[config.mk]
export PLATFORM = sky130hd
export DESIGN_NAME = tx_data_lane_flat
export DESIGN_NICKNAME = d
export VERILOG_FILES = /design/src/rtl/dphy_tx_pkg.sv /design/src/rtl/tx_data_lane_if.sv /design/src/rtl/tx_dl_timer.sv /design/src/rtl/tx_data_lane.sv /design/src/flat_wrapper.sv
export SDC_FILE = /design/constraint.sdc
export NUM_CORES = 1
export LEC_CHECK = 0
export CORE_UTILIZATION = 48
export CTS_CLUSTER_DIAMETER = 60
export DETAILED_ROUTE_END_ITERATION = 12
export GPL_ROUTABILITY_DRIVEN = 0
export PLACE_DENSITY = 0.91
export RECOVER_POWER = 50
export SETUP_SLACK_MARGIN = 0.05
export SYNTH_ARGS = -nofsm -noshare
export SYNTH_HDL_FRONTEND = slang
export SYNTH_HIERARCHICAL = 1
export SYNTH_SLANG_ARGS = --single-unit
[constraint.sdc]
create_clock -name HS_BYTE_CLK -period 5.5 [get_ports HS_BYTE_CLK]
set_clock_uncertainty 0.1 [all_clocks]
set_input_delay 0.55 -clock HS_BYTE_CLK [delete_from_list [all_inputs] [get_ports HS_BYTE_CLK]]
set_output_delay 0.55 -clock HS_BYTE_CLK [all_outputs]
set_load 0.01 [all_outputs]
[src/rtl/dphy_tx_pkg.sv]
// Shared D-PHY transmit definitions: lane state encoding, sync byte and
// default timing values (HS_BYTE_CLK cycles), used by data and clock lanes.
// Optional ULPS states exist only when TX_DATA_ULPS_EN is defined.
package dphy_tx_pkg;

   localparam int unsigned TIMER_W      = 5;
   localparam logic [7:0]  HS_SYNC_BYTE = 8'hB8;

   localparam int unsigned DEF_TLPX        = 1;
   localparam int unsigned DEF_THS_PREPARE = 2;
   localparam int unsigned DEF_THS_ZERO    = 4;
   localparam int unsigned DEF_THS_TRAIL   = 2;
   localparam int unsigned DEF_THS_EXIT    = 2;
   localparam int unsigned DEF_TWAKEUP     = 4;

   typedef enum logic [3:0] {
      ST_STOP       = 4'd0,
      ST_HS_RQST    = 4'd1,
      ST_HS_PREPARE = 4'd2,
      ST_HS_ZERO    = 4'd3,
      ST_HS_SYNC    = 4'd4,
      ST_HS_DATA    = 4'd5,
      ST_HS_TRAIL   = 4'd6,
`ifdef TX_DATA_ULPS_EN
      ST_HS_EXIT    = 4'd7,
      ST_ULPS_RQST  = 4'd8,
      ST_ULPS       = 4'd9,
      ST_ULPS_EXIT  = 4'd10
`else
      ST_HS_EXIT    = 4'd7
`endif
   } lane_state_t;

endpackage

[src/rtl/tx_data_lane_if.sv]
// PPI-side bundle of the data lane. master = burst source, slave = lane.
// Handshake: a byte on TxDataHS is taken on a rising edge where TxReadyHS
// and TxRequestHS are both 1; TxReadyHS does not depend on TxRequestHS.
// state_dbg mirrors the lane FSM state for observation only.
interface tx_data_lane_if;
   import dphy_tx_pkg::*;

   logic        enable;
   logic        DATA_LANE_START;
   logic        TxRequestHS;
   logic [7:0]  TxDataHS;
   logic        TxUlpsEsc;
   logic        TxUlpsExit;
   logic        TxReadyHS;
   logic [7:0]  HS_DATA;
   logic        HS_EN;
   logic        DATA_DP;
   logic        DATA_DN;
   logic        STOP_STATE;
   logic        ULPS_ACTIVE_NOT;
   lane_state_t state_dbg;

   modport master (
      output enable, DATA_LANE_START, TxRequestHS, TxDataHS, TxUlpsEsc, TxUlpsExit,
      input  TxReadyHS, HS_DATA, HS_EN, DATA_DP, DATA_DN, STOP_STATE,
             ULPS_ACTIVE_NOT, state_dbg
   );

   modport slave (
      input  enable, DATA_LANE_START, TxRequestHS, TxDataHS, TxUlpsEsc, TxUlpsExit,
      output TxReadyHS, HS_DATA, HS_EN, DATA_DP, DATA_DN, STOP_STATE,
             ULPS_ACTIVE_NOT, state_dbg
   );

endinterface

[src/rtl/tx_dl_timer.sv]
// Load/down-counter for the timed lane states. The lane loads (duration-1)
// when entering a timed state; done is high while the count is zero, which
// is the last cycle of that state.
module tx_dl_timer
   import dphy_tx_pkg::*;
(
   input  logic               clk,
   input  logic               rst,
   input  logic               load,
   input  logic [TIMER_W-1:0] load_val,
   output logic               done
);

   logic [TIMER_W-1:0] cnt_q, cnt_d;

   // Next count: reload on state entry, otherwise count down to zero and hold.
   always_comb begin
      cnt_d = cnt_q;
      if (load) begin
         cnt_d = load_val;
      end else if (cnt_q != '0) begin
         cnt_d = cnt_q - 1'b1;
      end
   end

   // Count register.
   always_ff @(posedge clk) begin
      if (rst) begin
         cnt_q <= '0;
      end else begin
         cnt_q <= cnt_d;
      end
   end

   assign done = (cnt_q == '0);

endmodule

[src/rtl/tx_data_lane.sv]
// D-PHY HS data lane transmitter: LP request/prepare sequence, HS zero and
// sync, payload with 1-cycle latency, trail and exit back to LP-11 STOP.
// Define TX_DATA_ULPS_EN to build the ULPS entry/exit states.
module tx_data_lane
   import dphy_tx_pkg::*;
#(
   parameter int unsigned TLPX        = DEF_TLPX,
   parameter int unsigned THS_PREPARE = DEF_THS_PREPARE,
   parameter int unsigned THS_ZERO    = DEF_THS_ZERO,
   parameter int unsigned THS_TRAIL   = DEF_THS_TRAIL,
   parameter int unsigned THS_EXIT    = DEF_THS_EXIT,
   parameter int unsigned TWAKEUP     = DEF_TWAKEUP
)
(
   input  logic           HS_BYTE_CLK,
   input  logic           TxRst,
   tx_data_lane_if.slave  lane
);

   lane_state_t        state_q, state_d;
   logic [7:0]         last_q, last_d;
   logic               tmr_load;
   logic [TIMER_W-1:0] tmr_val;
   logic               tmr_done;

   logic               ready;
   logic               hs_en;
   logic [7:0]         hs_data;
   logic               dp, dn;
   logic               stop_st;
   logic               ulps_act;

`ifndef TX_DATA_ULPS_EN
   logic               ulps_inputs_unused;
   assign ulps_inputs_unused = lane.TxUlpsEsc ^ lane.TxUlpsExit;
`endif

   tx_dl_timer u_timer (
      .clk      (HS_BYTE_CLK),
      .rst      (TxRst),
      .load     (tmr_load),
      .load_val (tmr_val),
      .done     (tmr_done)
   );

   // Next state and last-byte register; enable/DATA_LANE_START only matter in STOP.
   always_comb begin
      state_d = state_q;
      last_d  = last_q;
      if (ready && lane.TxRequestHS) begin
         last_d = lane.TxDataHS;
      end
      case (state_q)
         ST_STOP: begin
            if (lane.enable && lane.TxRequestHS && lane.DATA_LANE_START) begin
               state_d = ST_HS_RQST;
            end
`ifdef TX_DATA_ULPS_EN
            else if (lane.TxUlpsEsc) begin
               state_d = ST_ULPS_RQST;
            end
`endif
         end
         ST_HS_RQST:    if (tmr_done) state_d = ST_HS_PREPARE;
         ST_HS_PREPARE: if (tmr_done) state_d = ST_HS_ZERO;
         ST_HS_ZERO:    if (tmr_done) state_d = ST_HS_SYNC;
         ST_HS_SYNC: begin
            if (lane.TxRequestHS) begin
               state_d = ST_HS_DATA;
            end else begin
               // Empty burst: trail follows the sync byte, so invert its MSB.
               state_d = ST_HS_TRAIL;
               last_d  = HS_SYNC_BYTE;
            end
         end
         ST_HS_DATA:    if (!lane.TxRequestHS) state_d = ST_HS_TRAIL;
         ST_HS_TRAIL:   if (tmr_done) state_d = ST_HS_EXIT;
         ST_HS_EXIT:    if (tmr_done) state_d = ST_STOP;
`ifdef TX_DATA_ULPS_EN
         ST_ULPS_RQST:  if (tmr_done) state_d = ST_ULPS;
         ST_ULPS:       if (lane.TxUlpsExit) state_d = ST_ULPS_EXIT;
         ST_ULPS_EXIT:  if (tmr_done) state_d = ST_STOP;
`endif
         default:       state_d = ST_STOP;
      endcase
   end

   // Timer reload whenever a new state is entered; untimed states load zero.
   always_comb begin
      tmr_load = (state_d != state_q);
      tmr_val  = '0;
      case (state_d)
         ST_HS_RQST:    tmr_val = TIMER_W'(TLPX - 1);
         ST_HS_PREPARE: tmr_val = TIMER_W'(THS_PREPARE - 1);
         ST_HS_ZERO:    tmr_val = TIMER_W'(THS_ZERO - 1);
         ST_HS_TRAIL:   tmr_val = TIMER_W'(THS_TRAIL - 1);
         ST_HS_EXIT:    tmr_val = TIMER_W'(THS_EXIT - 1);
`ifdef TX_DATA_ULPS_EN
         ST_ULPS_RQST:  tmr_val = TIMER_W'(TLPX - 1);
         ST_ULPS_EXIT:  tmr_val = TIMER_W'(TWAKEUP - 1);
`endif
         default:       tmr_val = '0;
      endcase
   end

   // State and last-byte registers; reset aborts any burst without a trail.
   always_ff @(posedge HS_BYTE_CLK) begin
      if (TxRst) begin
         state_q <= ST_STOP;
         last_q  <= 8'h00;
      end else begin
         state_q <= state_d;
         last_q  <= last_d;
      end
   end

   // Moore output decode of the registered state.
   always_comb begin
      ready    = 1'b0;
      hs_en    = 1'b0;
      hs_data  = 8'h00;
      dp       = 1'b0;
      dn       = 1'b0;
      stop_st  = 1'b0;
      ulps_act = 1'b0;
      case (state_q)
         ST_STOP: begin
            dp      = 1'b1;
            dn      = 1'b1;
            stop_st = 1'b1;
         end
         ST_HS_RQST: dn = 1'b1;
         ST_HS_PREPARE: ;
         ST_HS_ZERO: hs_en = 1'b1;
         ST_HS_SYNC: begin
            hs_en   = 1'b1;
            ready   = 1'b1;
            hs_data = HS_SYNC_BYTE;
         end
         ST_HS_DATA: begin
            hs_en   = 1'b1;
            ready   = 1'b1;
            hs_data = last_q;
         end
         ST_HS_TRAIL: begin
            hs_en   = 1'b1;
            hs_data = {8{~last_q[7]}};
         end
         ST_HS_EXIT: begin
            dp = 1'b1;
            dn = 1'b1;
         end
`ifdef TX_DATA_ULPS_EN
         ST_ULPS_RQST: dp = 1'b1;
         ST_ULPS:      ulps_act = 1'b1;
         ST_ULPS_EXIT: dp = 1'b1;
`endif
         default: ;
      endcase
   end

   assign lane.TxReadyHS       = ready;
   assign lane.HS_EN           = hs_en;
   assign lane.HS_DATA         = hs_data;
   assign lane.DATA_DP         = dp;
   assign lane.DATA_DN         = dn;
   assign lane.STOP_STATE      = stop_st;
   assign lane.ULPS_ACTIVE_NOT = ulps_act;
   assign lane.state_dbg       = state_q;

endmodule

[src/flat_wrapper.sv]
// flat-port wrapper written by rule: the top's interface ports become plain ports
module tx_data_lane_flat import dphy_tx_pkg::*;
#(
   parameter int unsigned TLPX        = DEF_TLPX,
   parameter int unsigned THS_PREPARE = DEF_THS_PREPARE,
   parameter int unsigned THS_ZERO    = DEF_THS_ZERO,
   parameter int unsigned THS_TRAIL   = DEF_THS_TRAIL,
   parameter int unsigned THS_EXIT    = DEF_THS_EXIT,
   parameter int unsigned TWAKEUP     = DEF_TWAKEUP
)
  (HS_BYTE_CLK, TxRst, lane_enable, lane_DATA_LANE_START, lane_TxRequestHS, lane_TxDataHS, lane_TxUlpsEsc, lane_TxUlpsExit, lane_TxReadyHS, lane_HS_DATA, lane_HS_EN, lane_DATA_DP, lane_DATA_DN, lane_STOP_STATE, lane_ULPS_ACTIVE_NOT, lane_state_dbg);
  tx_data_lane_if lane_i ();
  input  logic HS_BYTE_CLK;
  input  logic TxRst;
  input wire logic [$bits(lane_i.enable)-1:0] lane_enable;
  input wire logic [$bits(lane_i.DATA_LANE_START)-1:0] lane_DATA_LANE_START;
  input wire logic [$bits(lane_i.TxRequestHS)-1:0] lane_TxRequestHS;
  input wire logic [$bits(lane_i.TxDataHS)-1:0] lane_TxDataHS;
  input wire logic [$bits(lane_i.TxUlpsEsc)-1:0] lane_TxUlpsEsc;
  input wire logic [$bits(lane_i.TxUlpsExit)-1:0] lane_TxUlpsExit;
  output wire logic [$bits(lane_i.TxReadyHS)-1:0] lane_TxReadyHS;
  output wire logic [$bits(lane_i.HS_DATA)-1:0] lane_HS_DATA;
  output wire logic [$bits(lane_i.HS_EN)-1:0] lane_HS_EN;
  output wire logic [$bits(lane_i.DATA_DP)-1:0] lane_DATA_DP;
  output wire logic [$bits(lane_i.DATA_DN)-1:0] lane_DATA_DN;
  output wire logic [$bits(lane_i.STOP_STATE)-1:0] lane_STOP_STATE;
  output wire logic [$bits(lane_i.ULPS_ACTIVE_NOT)-1:0] lane_ULPS_ACTIVE_NOT;
  output wire logic [$bits(lane_i.state_dbg)-1:0] lane_state_dbg;
  assign lane_i.enable = lane_enable;
  assign lane_i.DATA_LANE_START = lane_DATA_LANE_START;
  assign lane_i.TxRequestHS = lane_TxRequestHS;
  assign lane_i.TxDataHS = lane_TxDataHS;
  assign lane_i.TxUlpsEsc = lane_TxUlpsEsc;
  assign lane_i.TxUlpsExit = lane_TxUlpsExit;
  assign lane_TxReadyHS = lane_i.TxReadyHS;
  assign lane_HS_DATA = lane_i.HS_DATA;
  assign lane_HS_EN = lane_i.HS_EN;
  assign lane_DATA_DP = lane_i.DATA_DP;
  assign lane_DATA_DN = lane_i.DATA_DN;
  assign lane_STOP_STATE = lane_i.STOP_STATE;
  assign lane_ULPS_ACTIVE_NOT = lane_i.ULPS_ACTIVE_NOT;
  assign lane_state_dbg = lane_i.state_dbg;
  tx_data_lane #(.TLPX(TLPX), .THS_PREPARE(THS_PREPARE), .THS_ZERO(THS_ZERO), .THS_TRAIL(THS_TRAIL), .THS_EXIT(THS_EXIT), .TWAKEUP(TWAKEUP)) u_core (.HS_BYTE_CLK(HS_BYTE_CLK), .TxRst(TxRst), .lane(lane_i));
endmodule
==> flow_metrics.tcl <==
set metrics [dict create \
    path_delay_family "simple AND/OR/NAND/NOR gates" \
    grt_pass1_wl_um 3750 \
    dp_slack_ns 2.38 \
    netSwitchingPower_mw 0.0739 \
    numCtsBuffers 3 \
    combPwrFrac 0.202 \
    cts_hold_buf 0 \
    grt_max_degree 17 \
    synth_top_area_frac 0.339 \
    finalSetupViolCount 0 \
    synth-simple-area-share 0.376 \
    tns_ns 0 \
    synthMostInstantiatedCell "nand2_1" \
    yosysTopAreaCell "dfxtp_1" \
    final_cell_area_um2 1320 \
    dieArea_um2 2280 \
    hold_path.class "register to register" \
    drv_slew 0 \
    viasPerCell 5.64 \
    clk_latency_ns 0.30 \
    design.core.area_um2 1960 \
    routed_wl_um 2690 \
    grt_pass1_vias 917 \
    hpwl_um 1900 \
    sw_frac_of_total 0.290 \
    synth.cell_area_um2 1000 \
    track_usage 0.240 \
    placementRows 16 \
    syn_inst 135 \
    path_cells "inv_1 -> ha_1 -> nor4b_1 -> xnor2_1 -> or3_1 -> o311a_1 -> mux2i_1 -> inv_1 -> and4_2 -> a311o_1" \
    yosysUniqueCellTypes 36 \
    post-route-period-util 0.703 \
    reg2reg_slack_ns 1.63 \
    crit_fanout 8 \
    critical_path_buf_inv_count 2 \
    arrival_ns 3.97 \
    yosys-top-cells-area "dfxtp_1 34%, nand2_1 10%, a21oi_1 8.5%, nor2_1 4.1%, nand2b_1 3.7%" \
    rsz0062_at_grt "false" \
    p_clk_frac 0.271 \
    synth_fa_ha_area_frac 0.0125 \
    p_leak_nw 0.470 \
    fin_nets 182 \
    overflow 0 \
    ant_nets 0 \
    cts_resized 0 \
    antenna_found_initial 0 \
    cts.clk_slew.worst_paths_ns 0.11 \
    clk_path_buf_depth 2 \
    status "complete, no violations" \
    vdd_drop_max_v 0.000150 \
    tritoncts "yes" \
    dominantRegCellSynth "dfxtp_1" \
    synth_top_family_by_area "simple AND/OR/NAND/NOR gates" \
    cts_sinks 17 \
    ios 33 \
    power.density_nw_per_um2 193 \
    crit_type "register to register" \
    wire_per_inst_um 14.0 \
    hold_viol 0 \
    startpoint_type "register" \
    yosysSeqAreaShare 0.339 \
    place_area_um2 1310 \
    endpoint_kind "register" \
    portBuffers 29 \
    ys_warn_count 6 \
    drt_first_iter_violations 66 \
    path_common_cell "inv_1" \
    fp.dieW_um 47.8 \
    diodes 0 \
    slowest_delay_ns 1.16 \
    async_flop_share 0 \
    synth_compound_area_frac 0.163 \
    drc_errors 0 \
    initial_core_util 0.512 \
    synth.top_cells.by_count "27 x nand2_1, 17 x a21oi_1, 17 x dfxtp_1, 11 x nor2_1" \
    cts_setup_buffers 0 \
    share_seq_of_total_power 0.527 \
    crit_path_top_delay_cell "nor4b_1" \
    yosys-mux-area-fraction 0.00996 \
    synth_edf_count 0 \
    ys_ff_latch 17 \
    fmax_ghz 0.258 \
    avgSynthCellArea_um2 7.44 \
    period_needed_ns 3.87 \
    root_buffer "clkbuf_4" \
    die_h_um 47.8 \
    first_pass_iters 4 \
    fin_ws_ns 1.63 \
    area_growth_pct 31.5 \
    htreeDepth 1 \
    cp_data_required_time_ns 5.60 \
    drv_cap 0 \
    vias 1083 \
    tightest_slew_ns 1.45 \
    drive_above_1_share 0.0545 \
    fillers 168 \
    slew_headroom 0.0216 \
    synth-xor-area-share 0.0349 \
    intPower_mw 0.181 \
]
[final cells by class]
class	count	area (um^2)	area share
multi-input cells	108	603	0.456
flip-flops and latches	17	340	0.258
repair buffers	29	290	0.220
well taps	27	33.8	0.0256
clock buffers	3	22.5	0.0170
clock inverters	1	5.00	0.00379
inverters	7	26.3	0.0199
[path summary, 6_finish.rpt]
| kind | from | to | cells after the start |
|---|---|---|---|
| max reg2reg | u_core/u_timer/cnt_q[0] | u_core/u_timer/cnt_q[1] | 10 |
| max | u_core/u_timer/cnt_q[0] | u_core/u_timer/cnt_q[1] | 10 |
| min reg2reg | u_core/last_q[2] | u_core/last_q[2] | 2 |
| min | u_core/last_q[2] | u_core/last_q[2] | 2 |
[per-stage QoR]
stage / util / power [mW] / instances / hold WS, ns
3_5_place_dp: 0.667 / 0.192 / 188 / 0.357
6_report: 0.673 / 0.255 / 192 / 0.377
5_1_grt: 0.673 / 0.265 / 192 / 0.404
4_1_cts: 0.681 / 0.260 / 192 / 0.373
3_3_place_gp: 0.667 / 0.189 / 188 / 0.343
2_1_floorplan: - / 0.171 / 139 / 0.337
[power by group through the flow]
stage	Combinational (mW)	Sequential (mW)	Clock, mW
after floorplan	0.0356	0.136	0
after global placement	0.0510	0.138	0
after detailed placement	0.0538	0.138	0
after CTS	0.0542	0.135	0.0705
after global routing	0.0559	0.135	0.0740
final	0.0514	0.134	0.0691
[state kept, by name, summed over array words and instances, names as in the netlist]
register	cells
u_core/last_q	8
u_core/u_timer/cnt_q	5
u_core/lane.state_dbg	4
[worst reg2reg max path, cell delays in order (launching register included)]
cell and delay, ns:
dfxtp_1 0.35, inv_1 0.08, ha_1 0.22, nor4b_1 1.16, xnor2_1 0.09, or3_1 0.38, o311a_1 0.15, mux2i_1 0.46
inv_1 0.25, and4_2 0.27, a311o_1 0.26
[kinds of logic (layout without fill, tap and decap cells)]
kind of cell,after synthesis,after routing
simple gates,70,70
flops,17,17
fa+ha+maj,1,1
buf+inv,14,40
xor+xnor,4,4
compound gates,27,27
other cells,1,5
mux,1,1
[cell usage in the layout, fill, tap and decap left out, types with 4 or more instances in the layout]
cell             count
conb_1               5
inv_1                6
nor2_1              11
clkdlybuf4s50_1     24
nand2b_1             6
nand2_1             27
dfxtp_1             17
a21oi_1             17
dlygate4sd3_1        5
nor3_1               6
a31oi_1              4
[routing by layer]
layer  share of wire  vias to the layer above  GRT usage
met4          0.0056                        0     0.0833
met1            0.40                      515      0.251
met3           0.056                        2     0.0755
li1                -                      525          -
met5               0                        -          0
met2            0.54                       41      0.446
Note: power is estimated with default switching activity, not from simulation.
